## config.mk

```make
export PLATFORM = sky130hd
export DESIGN_NAME = speckv_csr_hub
export DESIGN_NICKNAME = d
export VERILOG_FILES = /design/src/rtl/speckv_csr_hub.sv
export SDC_FILE = /design/constraint.sdc
export NUM_CORES = 2
export LEC_CHECK = 0
export CAP_MARGIN = 20
export CORE_MARGIN = 5
export CORE_UTILIZATION = 54
export DETAILED_ROUTE_END_ITERATION = 16
export PLACE_DENSITY = 0.82
export SYNTH_ARGS = -nofsm -noshare
export SYNTH_HDL_FRONTEND = slang
export SYNTH_SLANG_ARGS = --single-unit
```

## constraint.sdc

```tcl
create_clock -name clk -period 44.5 [get_ports clk]
set_clock_uncertainty 0.15 [all_clocks]
set_input_delay 11.125 -clock clk [delete_from_list [all_inputs] [get_ports clk]]
set_output_delay 11.125 -clock clk [all_outputs]
set_load 0.005 [all_outputs]
```

## src/rtl/speckv_csr_hub.sv

```systemverilog
// speckv_csr_hub: MMIO control/status hub sitting between the host port and the SpecKV DMA channels.
// Holds per-channel saturating completion counters with threshold interrupts, and a host-fed descriptor FIFO.
module speckv_csr_hub #(
    parameter int NUM_CH     = 4,
    parameter int ADDR_W     = 16,
    parameter int CNT_W      = 32,
    parameter int DESC_W     = 128,
    parameter int FIFO_DEPTH = 8
) (
    input  logic                                            clk,
    input  logic                                            rst,
    input  logic [ADDR_W-1:0]                               mmio_addr,
    input  logic                                            mmio_wr_en,
    input  logic [63:0]                                     mmio_wr_data,
    input  logic                                            mmio_rd_en,
    output logic [63:0]                                     mmio_rd_data,
    output logic                                            mmio_rd_valid,
    input  logic [NUM_CH-1:0]                               done_valid,
    input  logic [NUM_CH*8-1:0]                             done_count,
    output logic                                            desc_valid,
    input  logic                                            desc_ready,
    output logic [DESC_W-1:0]                               desc_data,
    output logic [((NUM_CH > 1) ? $clog2(NUM_CH) : 1)-1:0]  desc_ch,
    output logic [NUM_CH-1:0]                               ch_enable,
    output logic                                            irq
);
    localparam int CH_W   = (NUM_CH > 1) ? $clog2(NUM_CH) : 1;
    localparam int PTR_W  = (FIFO_DEPTH > 1) ? $clog2(FIFO_DEPTH) : 1;
    localparam int LVL_W  = PTR_W + 1;
    localparam int WORD_W = ADDR_W - 3;

    localparam logic [WORD_W-1:0] W_CTRL    = WORD_W'(0);
    localparam logic [WORD_W-1:0] W_STATUS  = WORD_W'(1);
    localparam logic [WORD_W-1:0] W_PEND    = WORD_W'(2);
    localparam logic [WORD_W-1:0] W_MASK    = WORD_W'(3);
    localparam logic [WORD_W-1:0] W_DESC_LO = WORD_W'(4);
    localparam logic [WORD_W-1:0] W_DESC_HI = WORD_W'(5);
    localparam logic [WORD_W-1:0] W_DESC_CH = WORD_W'(6);

    logic [NUM_CH-1:0] ch_en;
    logic [NUM_CH-1:0] irq_pending;
    logic [NUM_CH-1:0] irq_mask;
    logic [NUM_CH-1:0] pend_nxt;
    logic              overflow;
    logic [63:0]       desc_lo;
    logic [CH_W-1:0]   desc_ch_reg;

    logic [CNT_W-1:0]  cnt      [NUM_CH];
    logic [CNT_W-1:0]  thresh   [NUM_CH];
    logic [CNT_W-1:0]  cnt_base [NUM_CH];
    logic [CNT_W:0]    cnt_sum  [NUM_CH];
    logic [CNT_W-1:0]  cnt_nxt  [NUM_CH];
    logic [NUM_CH-1:0] cnt_clr;
    logic [NUM_CH-1:0] thr_wr;
    logic [NUM_CH-1:0] cnt_hit;
    logic [NUM_CH-1:0] thr_cross;

    logic [DESC_W-1:0] fifo_data [FIFO_DEPTH];
    logic [CH_W-1:0]   fifo_tag  [FIFO_DEPTH];
    logic [PTR_W-1:0]  wr_ptr;
    logic [PTR_W-1:0]  rd_ptr;
    logic [LVL_W-1:0]  level;
    logic              fifo_full;
    logic              fifo_empty;
    logic              pop;
    logic              push_req;
    logic              push_ok;
    logic              push_drop;

    logic [WORD_W-1:0] word;
    logic              in_ch_region;
    logic [3:0]        slot;
    logic              slot_hi;
    logic              unused_addr_bits;
    logic              wr_ctrl;
    logic              ctrl_clr;
    logic              wr_pend;
    logic              wr_mask;
    logic              wr_lo;
    logic              wr_dch;
    logic [63:0]       rd_mux;

    // Channel slots live at 0x100..0x1FF: 16 bytes per channel, COUNT then THRESH.
    assign word             = mmio_addr[ADDR_W-1:3];
    assign in_ch_region     = (mmio_addr[ADDR_W-1:9] == '0) && mmio_addr[8];
    assign slot             = mmio_addr[7:4];
    assign slot_hi          = mmio_addr[3];
    assign unused_addr_bits = ^mmio_addr[2:0];

    assign wr_ctrl  = mmio_wr_en && (word == W_CTRL);
    assign ctrl_clr = wr_ctrl && mmio_wr_data[63];
    assign wr_pend  = mmio_wr_en && (word == W_PEND);
    assign wr_mask  = mmio_wr_en && (word == W_MASK);
    assign wr_lo    = mmio_wr_en && (word == W_DESC_LO);
    assign wr_dch   = mmio_wr_en && (word == W_DESC_CH);
    assign push_req = mmio_wr_en && (word == W_DESC_HI);

    // A clear collapses the old value to zero before the completion is added, so a same-cycle done is kept.
    always_comb begin
        for (int ch = 0; ch < NUM_CH; ch++) begin
            cnt_clr[ch]   = ctrl_clr || (mmio_wr_en && in_ch_region && (slot == 4'(ch)) && !slot_hi);
            thr_wr[ch]    = mmio_wr_en && in_ch_region && (slot == 4'(ch)) && slot_hi;
            cnt_hit[ch]   = done_valid[ch] && ch_en[ch];
            cnt_base[ch]  = cnt_clr[ch] ? '0 : cnt[ch];
            cnt_sum[ch]   = {1'b0, cnt_base[ch]} + (CNT_W+1)'(done_count[8*ch +: 8]);
            cnt_nxt[ch]   = cnt_base[ch];
            if (cnt_hit[ch]) begin
                cnt_nxt[ch] = cnt_sum[ch][CNT_W] ? '1 : cnt_sum[ch][CNT_W-1:0];
            end
            thr_cross[ch] = cnt_hit[ch] && (thresh[ch] != '0) &&
                            (cnt_base[ch] < thresh[ch]) && (thresh[ch] <= cnt_nxt[ch]);
        end
    end

    always_ff @(posedge clk or posedge rst) begin
        if (rst) begin
            for (int ch = 0; ch < NUM_CH; ch++) begin
                cnt[ch]    <= '0;
                thresh[ch] <= '0;
            end
        end else begin
            for (int ch = 0; ch < NUM_CH; ch++) begin
                cnt[ch] <= cnt_nxt[ch];
                if (thr_wr[ch]) begin
                    thresh[ch] <= mmio_wr_data[CNT_W-1:0];
                end
            end
        end
    end

    // A threshold crossing in the same cycle as a W1C or global clear still latches.
    always_comb begin
        pend_nxt = irq_pending;
        if (wr_pend) begin
            pend_nxt = pend_nxt & ~mmio_wr_data[NUM_CH-1:0];
        end
        if (ctrl_clr) begin
            pend_nxt = '0;
        end
        pend_nxt = pend_nxt | thr_cross;
    end

    always_ff @(posedge clk or posedge rst) begin
        if (rst) begin
            ch_en       <= '0;
            irq_pending <= '0;
            irq_mask    <= '0;
            overflow    <= 1'b0;
            desc_lo     <= '0;
            desc_ch_reg <= '0;
        end else begin
            irq_pending <= pend_nxt;
            if (wr_ctrl) begin
                ch_en <= mmio_wr_data[NUM_CH-1:0];
            end
            if (wr_mask) begin
                irq_mask <= mmio_wr_data[NUM_CH-1:0];
            end
            if (wr_lo) begin
                desc_lo <= mmio_wr_data;
            end
            if (wr_dch) begin
                desc_ch_reg <= mmio_wr_data[CH_W-1:0];
            end
            if (push_drop) begin
                overflow <= 1'b1;
            end else if (wr_pend && mmio_wr_data[16]) begin
                overflow <= 1'b0;
            end
        end
    end

    // A push into a full FIFO is still accepted when the head leaves in the same cycle.
    assign fifo_full  = (level == LVL_W'(FIFO_DEPTH));
    assign fifo_empty = (level == '0);
    assign pop        = !fifo_empty && desc_ready;
    assign push_ok    = push_req && (!fifo_full || pop);
    assign push_drop  = push_req && !push_ok;

    always_ff @(posedge clk or posedge rst) begin
        if (rst) begin
            wr_ptr <= '0;
            rd_ptr <= '0;
            level  <= '0;
        end else begin
            if (push_ok) begin
                wr_ptr <= wr_ptr + PTR_W'(1);
            end
            if (pop) begin
                rd_ptr <= rd_ptr + PTR_W'(1);
            end
            level <= level + LVL_W'(push_ok) - LVL_W'(pop);
        end
    end

    always_ff @(posedge clk) begin
        if (push_ok) begin
            fifo_data[wr_ptr] <= {mmio_wr_data, desc_lo};
            fifo_tag[wr_ptr]  <= desc_ch_reg;
        end
    end

    assign desc_valid = !fifo_empty;
    assign desc_data  = fifo_data[rd_ptr];
    assign desc_ch    = fifo_tag[rd_ptr];
    assign ch_enable  = ch_en;
    assign irq        = |(irq_pending & irq_mask);

    // Read mux sees pre-write register values, so a same-cycle write is not visible to the read.
    always_comb begin
        rd_mux = '0;
        if (in_ch_region) begin
            for (int ch = 0; ch < NUM_CH; ch++) begin
                if (slot == 4'(ch)) begin
                    rd_mux = slot_hi ? 64'(thresh[ch]) : 64'(cnt[ch]);
                end
            end
        end else begin
            case (word)
                W_CTRL:    rd_mux[NUM_CH-1:0] = ch_en;
                W_STATUS: begin
                    rd_mux[7:0]         = 8'(level);
                    rd_mux[8]           = fifo_full;
                    rd_mux[9]           = fifo_empty;
                    rd_mux[10]          = overflow;
                    rd_mux[16 +: NUM_CH] = irq_pending;
                end
                W_PEND: begin
                    rd_mux[NUM_CH-1:0] = irq_pending;
                    rd_mux[16]         = overflow;
                end
                W_MASK:    rd_mux[NUM_CH-1:0] = irq_mask;
                W_DESC_CH: rd_mux[CH_W-1:0]   = desc_ch_reg;
                default:   rd_mux = '0;
            endcase
        end
    end

    always_ff @(posedge clk or posedge rst) begin
        if (rst) begin
            mmio_rd_data  <= '0;
            mmio_rd_valid <= 1'b0;
        end else begin
            mmio_rd_valid <= mmio_rd_en;
            if (mmio_rd_en) begin
                mmio_rd_data <= rd_mux;
            end
        end
    end

endmodule

```

==> key figures <==
STA
  • Max-slew violations: 0
  • RSZ-0062 raised after global routing: no
  • Max Clk Rate: 53.8 MHz
  • Slack of the critical path: 25.92 ns
  • Slew headroom: 0.118
  • Final min period: 18.58 ns
  • Fin Setup TNS: 0 ns
  • Final Hold Fails: 0
  • Final Cycle Share: 0.417
  • Finish-stage setup viols: 0
  • Worst Max-Slew Pin Slew: 1.32 ns

Logic synthesis
  • Library cells used by synthesis: 91
  • Simple-Gate Fraction of Synth Area: 0.0714
  • Post-Synth Adder-Cell Area: 0.0503
  • EDFF count, synth: 1040
  • Ys Warns: 0
  • Mapped Cells: 4578
  • Top cells by area, synth: edfxtp_1 (46%), dfrtp_1 (14%), mux4_2 (9.9%)
  • Post-synthesis mux area share: 0.168
  • Sequential area share after synthesis: 0.605
  • Synth Area in XOR/XNOR: 0.0141
  • Largest family of logic cells by synthesized area: multiplexers
  • Cell taking the most area after synthesis: edfxtp_1
  • Top-area cell type share of the netlist area: 0.465
  • Count leader, synth: edfxtp_1
  • Synth top cells by count: edfxtp_1 (1040), dfrtp_1 (378), mux2_2 (341)
  • Async S/R FF share, synth: 0.267
  • Synthesized area per cell: 14.7 sq um
  • Cell area after synthesis: 67200 sq um
  • Synth Register Bits: 1418
  • Synth Flop Type: edfxtp_1
  • Compound-gate portion of the synthesized area: 0.0590

Drt
  • Initial DRC Count: 5183
  • Routed len/inst: 28.4 um
  • Final WL: 188000 um
  • DR pass1 iterations: 6
  • Via count: 42300
  • DRC: 0
  • Antenna Nets Post-Route: 0
  • Post-DR vias/cell: 6.38

Setup path
  • CP peak stage delay: 0.94 ns
  • Worst reg2reg path startpoint: cnt[65]$_DFF_PP0_
  • R2r setup slk: 37.97 ns
  • Critical Path Slowest Stage Cell: clkdlybuf4s50_1
  • Critical Path RT: 45.00 ns
  • R2R depth: 22
  • Crit-path max FO: 46
  • CP Launch Type: primary input
  • Crit. End Element: flip-flop
  • Critical Setup Path Class: in -> reg
  • CP arrival: 19.07 ns
  • FF-to-FF End: irq_pending[1]$_DFF_PP0_

CTS
  • Clk_lat worst skew: 0.80 ns
  • Worst-path clk slew: 0.07 ns
  • Cts hold-fix bufs: 0
  • Root buffer cell: clkbuf_16
  • Cts bufs inserted: 146
  • Clock Path Buffers: 3
  • CTS tree: built
  • Number of setup buffers added after CTS: 0
  • CTS Sinks: 1418
  • H-tree depth: 4
  • PostCTS Resize Cnt: 0

Placement
  • Dpl cell area: 71800 sq um
  • DP HPWL: 115000 um
  • Routability cong.: 0.985
  • I/O Buffers: 286
  • Place WS: 25.36 ns

Worst hold path
  • Hold Path Sink: wr_ptr[0]$_DFFE_PP0P_
  • Startpoint of the lowest-slack hold path: wr_ptr[0]$_DFFE_PP0P_
  • Hold Path Cell Cnt: 1
  • Hold Crit Class: reg -> reg

Power and ir drop
  • Pwr per Cell Area: 43.4 nW/um^2
  • Peak VDD IR: 0.0716 mV
  • Leakage power total: 31.1 nW

GRT
  • Number of global-route vias before repair: 42600
  • Gr ovfl total: 0
  • Largest net degree at the start of global routing: 134
  • Initial antenna violation count: 14
  • First-pass GRT wire length: 279000 um
  • Total track usage: 0.286

Final layout
  • Synthesis-to-layout area growth: 14.6%
  • Max FFs per register: 1024
  • Final-stage net count: 5245
  • Top reg by flops: fifo_data
  • Final instance area: 77000 sq um
  • Final-layout fill cell count: 8900
  • Layout cells sized above 1: 0.197
  • Largest registers: fifo_data: 1024 flops, cnt: 128 flops, thresh: 128 flops

Floorplanning
  • Die width: 363 um
  • Die ar.: 132000 sq um
  • Core area: 124000 sq um
  • Row Count: 129
  • IO Pins: 322
  • Die Ht: 363 um
  • Initial core utilization: 0.544

Run
  • Max-cap violations: 0

Run status
  • Outcome: finished clean
==> worst max-delay path by stage <==
stage / slack, ns / from / endpoint / depth (start not counted)
global placement: 25.34 / mmio_wr_data[63] / irq_pending[1]$_DFF_PP0_ / 21
floorplan: 21.98 / mmio_addr[13] / fifo_data[0][0]$_DFFE_PP_ / 8
CTS: 26.19 / mmio_wr_data[63] / irq_pending[1]$_DFF_PP0_ / 26
global route: 25.41 / mmio_wr_data[63] / irq_pending[3]$_DFF_PP0_ / 28
detailed placement: 25.36 / mmio_wr_data[63] / irq_pending[1]$_DFF_PP0_ / 21
finish: 25.92 / mmio_wr_data[63] / irq_pending[3]$_DFF_PP0_ / 28
==> area by class of cell <==
cell class,count,area [sq um],share of cell area
repair buffers,348,3580,0.0464
well taps,1637,2050,0.0266
flip-flops and latches,1418,40700,0.529
clock buffers,202,4080,0.0529
clock inverters,68,897,0.0117
inverters,289,1090,0.0142
diodes,8,20.0,0.000260
multi-input cells,2664,24600,0.319
==> report_power, final <==
part	leakage, nW	internal, mW	total, mW	switching [mW]
logic	12.8	0.334	0.619	0.285
clock network	2.44	0.732	1.27	0.534
registers	15.9	1.42	1.46	0.0395
==> metrics by stage <==
step | utilization | instances | power (mW) | hold WS (ns)
CTS | 0.621 | 6617 | 3.36 | 0.376
floorplan | - | 4609 | 1.85 | 0.318
global placement | 0.580 | 6345 | 2.09 | 0.356
finish | 0.623 | 6634 | 3.34 | 0.377
detailed placement | 0.581 | 6347 | 2.10 | 0.364
global route | 0.623 | 6626 | 3.46 | 0.401
==> layout by cell type (no fill, tap or decap), types with 11 or more instances in the layout <==
cell                n
a21o_1            102
a21oi_1           154
a31oi_1            30
and2_1            102
and3_1             26
buf_4              44
bufinv_16          14
clkbuf_1           36
clkbuf_16         147
clkbuf_8           19
clkdlybuf4s50_1   283
clkinv_2           26
conb_1             32
dfrtp_1           375
edfxtp_1         1040
ha_1              256
inv_1             286
maj3_1             16
mux2_2            341
mux2i_1            77
mux4_2            296
nand2_1           250
nand2b_1           26
nand3_1            61
nand4_1            96
nor2_1            161
nor2b_1            37
nor3_1             32
nor4_1             63
o211ai_1           11
o21a_1             31
o21ai_0            81
o21ai_1            12
o22ai_1            60
or2_2              11
or3_1              13
xnor2_1            78
xor2_1             30
==> critical path: cells and delay by family <==
kind,cells,cell delay (ns)
adder cells (fa/ha/maj),4,1.10
AO/OA/AOI/OAI,15,3.42
buffers and inverters,3,1.36
AND/OR/NAND/NOR,6,2.01
==> per-layer routing <==
metal  vias up  global-route usage  part of all wire
li1      18100                   -                 -
met1     21500               0.383              0.38
met2      2325               0.456              0.47
met3       384              0.0732              0.10
met4         2               0.108             0.043
met5         -                   0          0.000069
==> cell families (layout without fill, tap and decap cells) <==
group                      after synthesis  count (layout)
AOI/OAI and AO/OA                      601             601
xor gates and xnor gates               108             108
adders and majority gates              273             273
buffers and inverters                  527             907
DFF                                   1418            1418
muxes                                  716             716
other                                    1              40
and+or+nand+nor                        934             934
(Power assumes the default switching activity.)
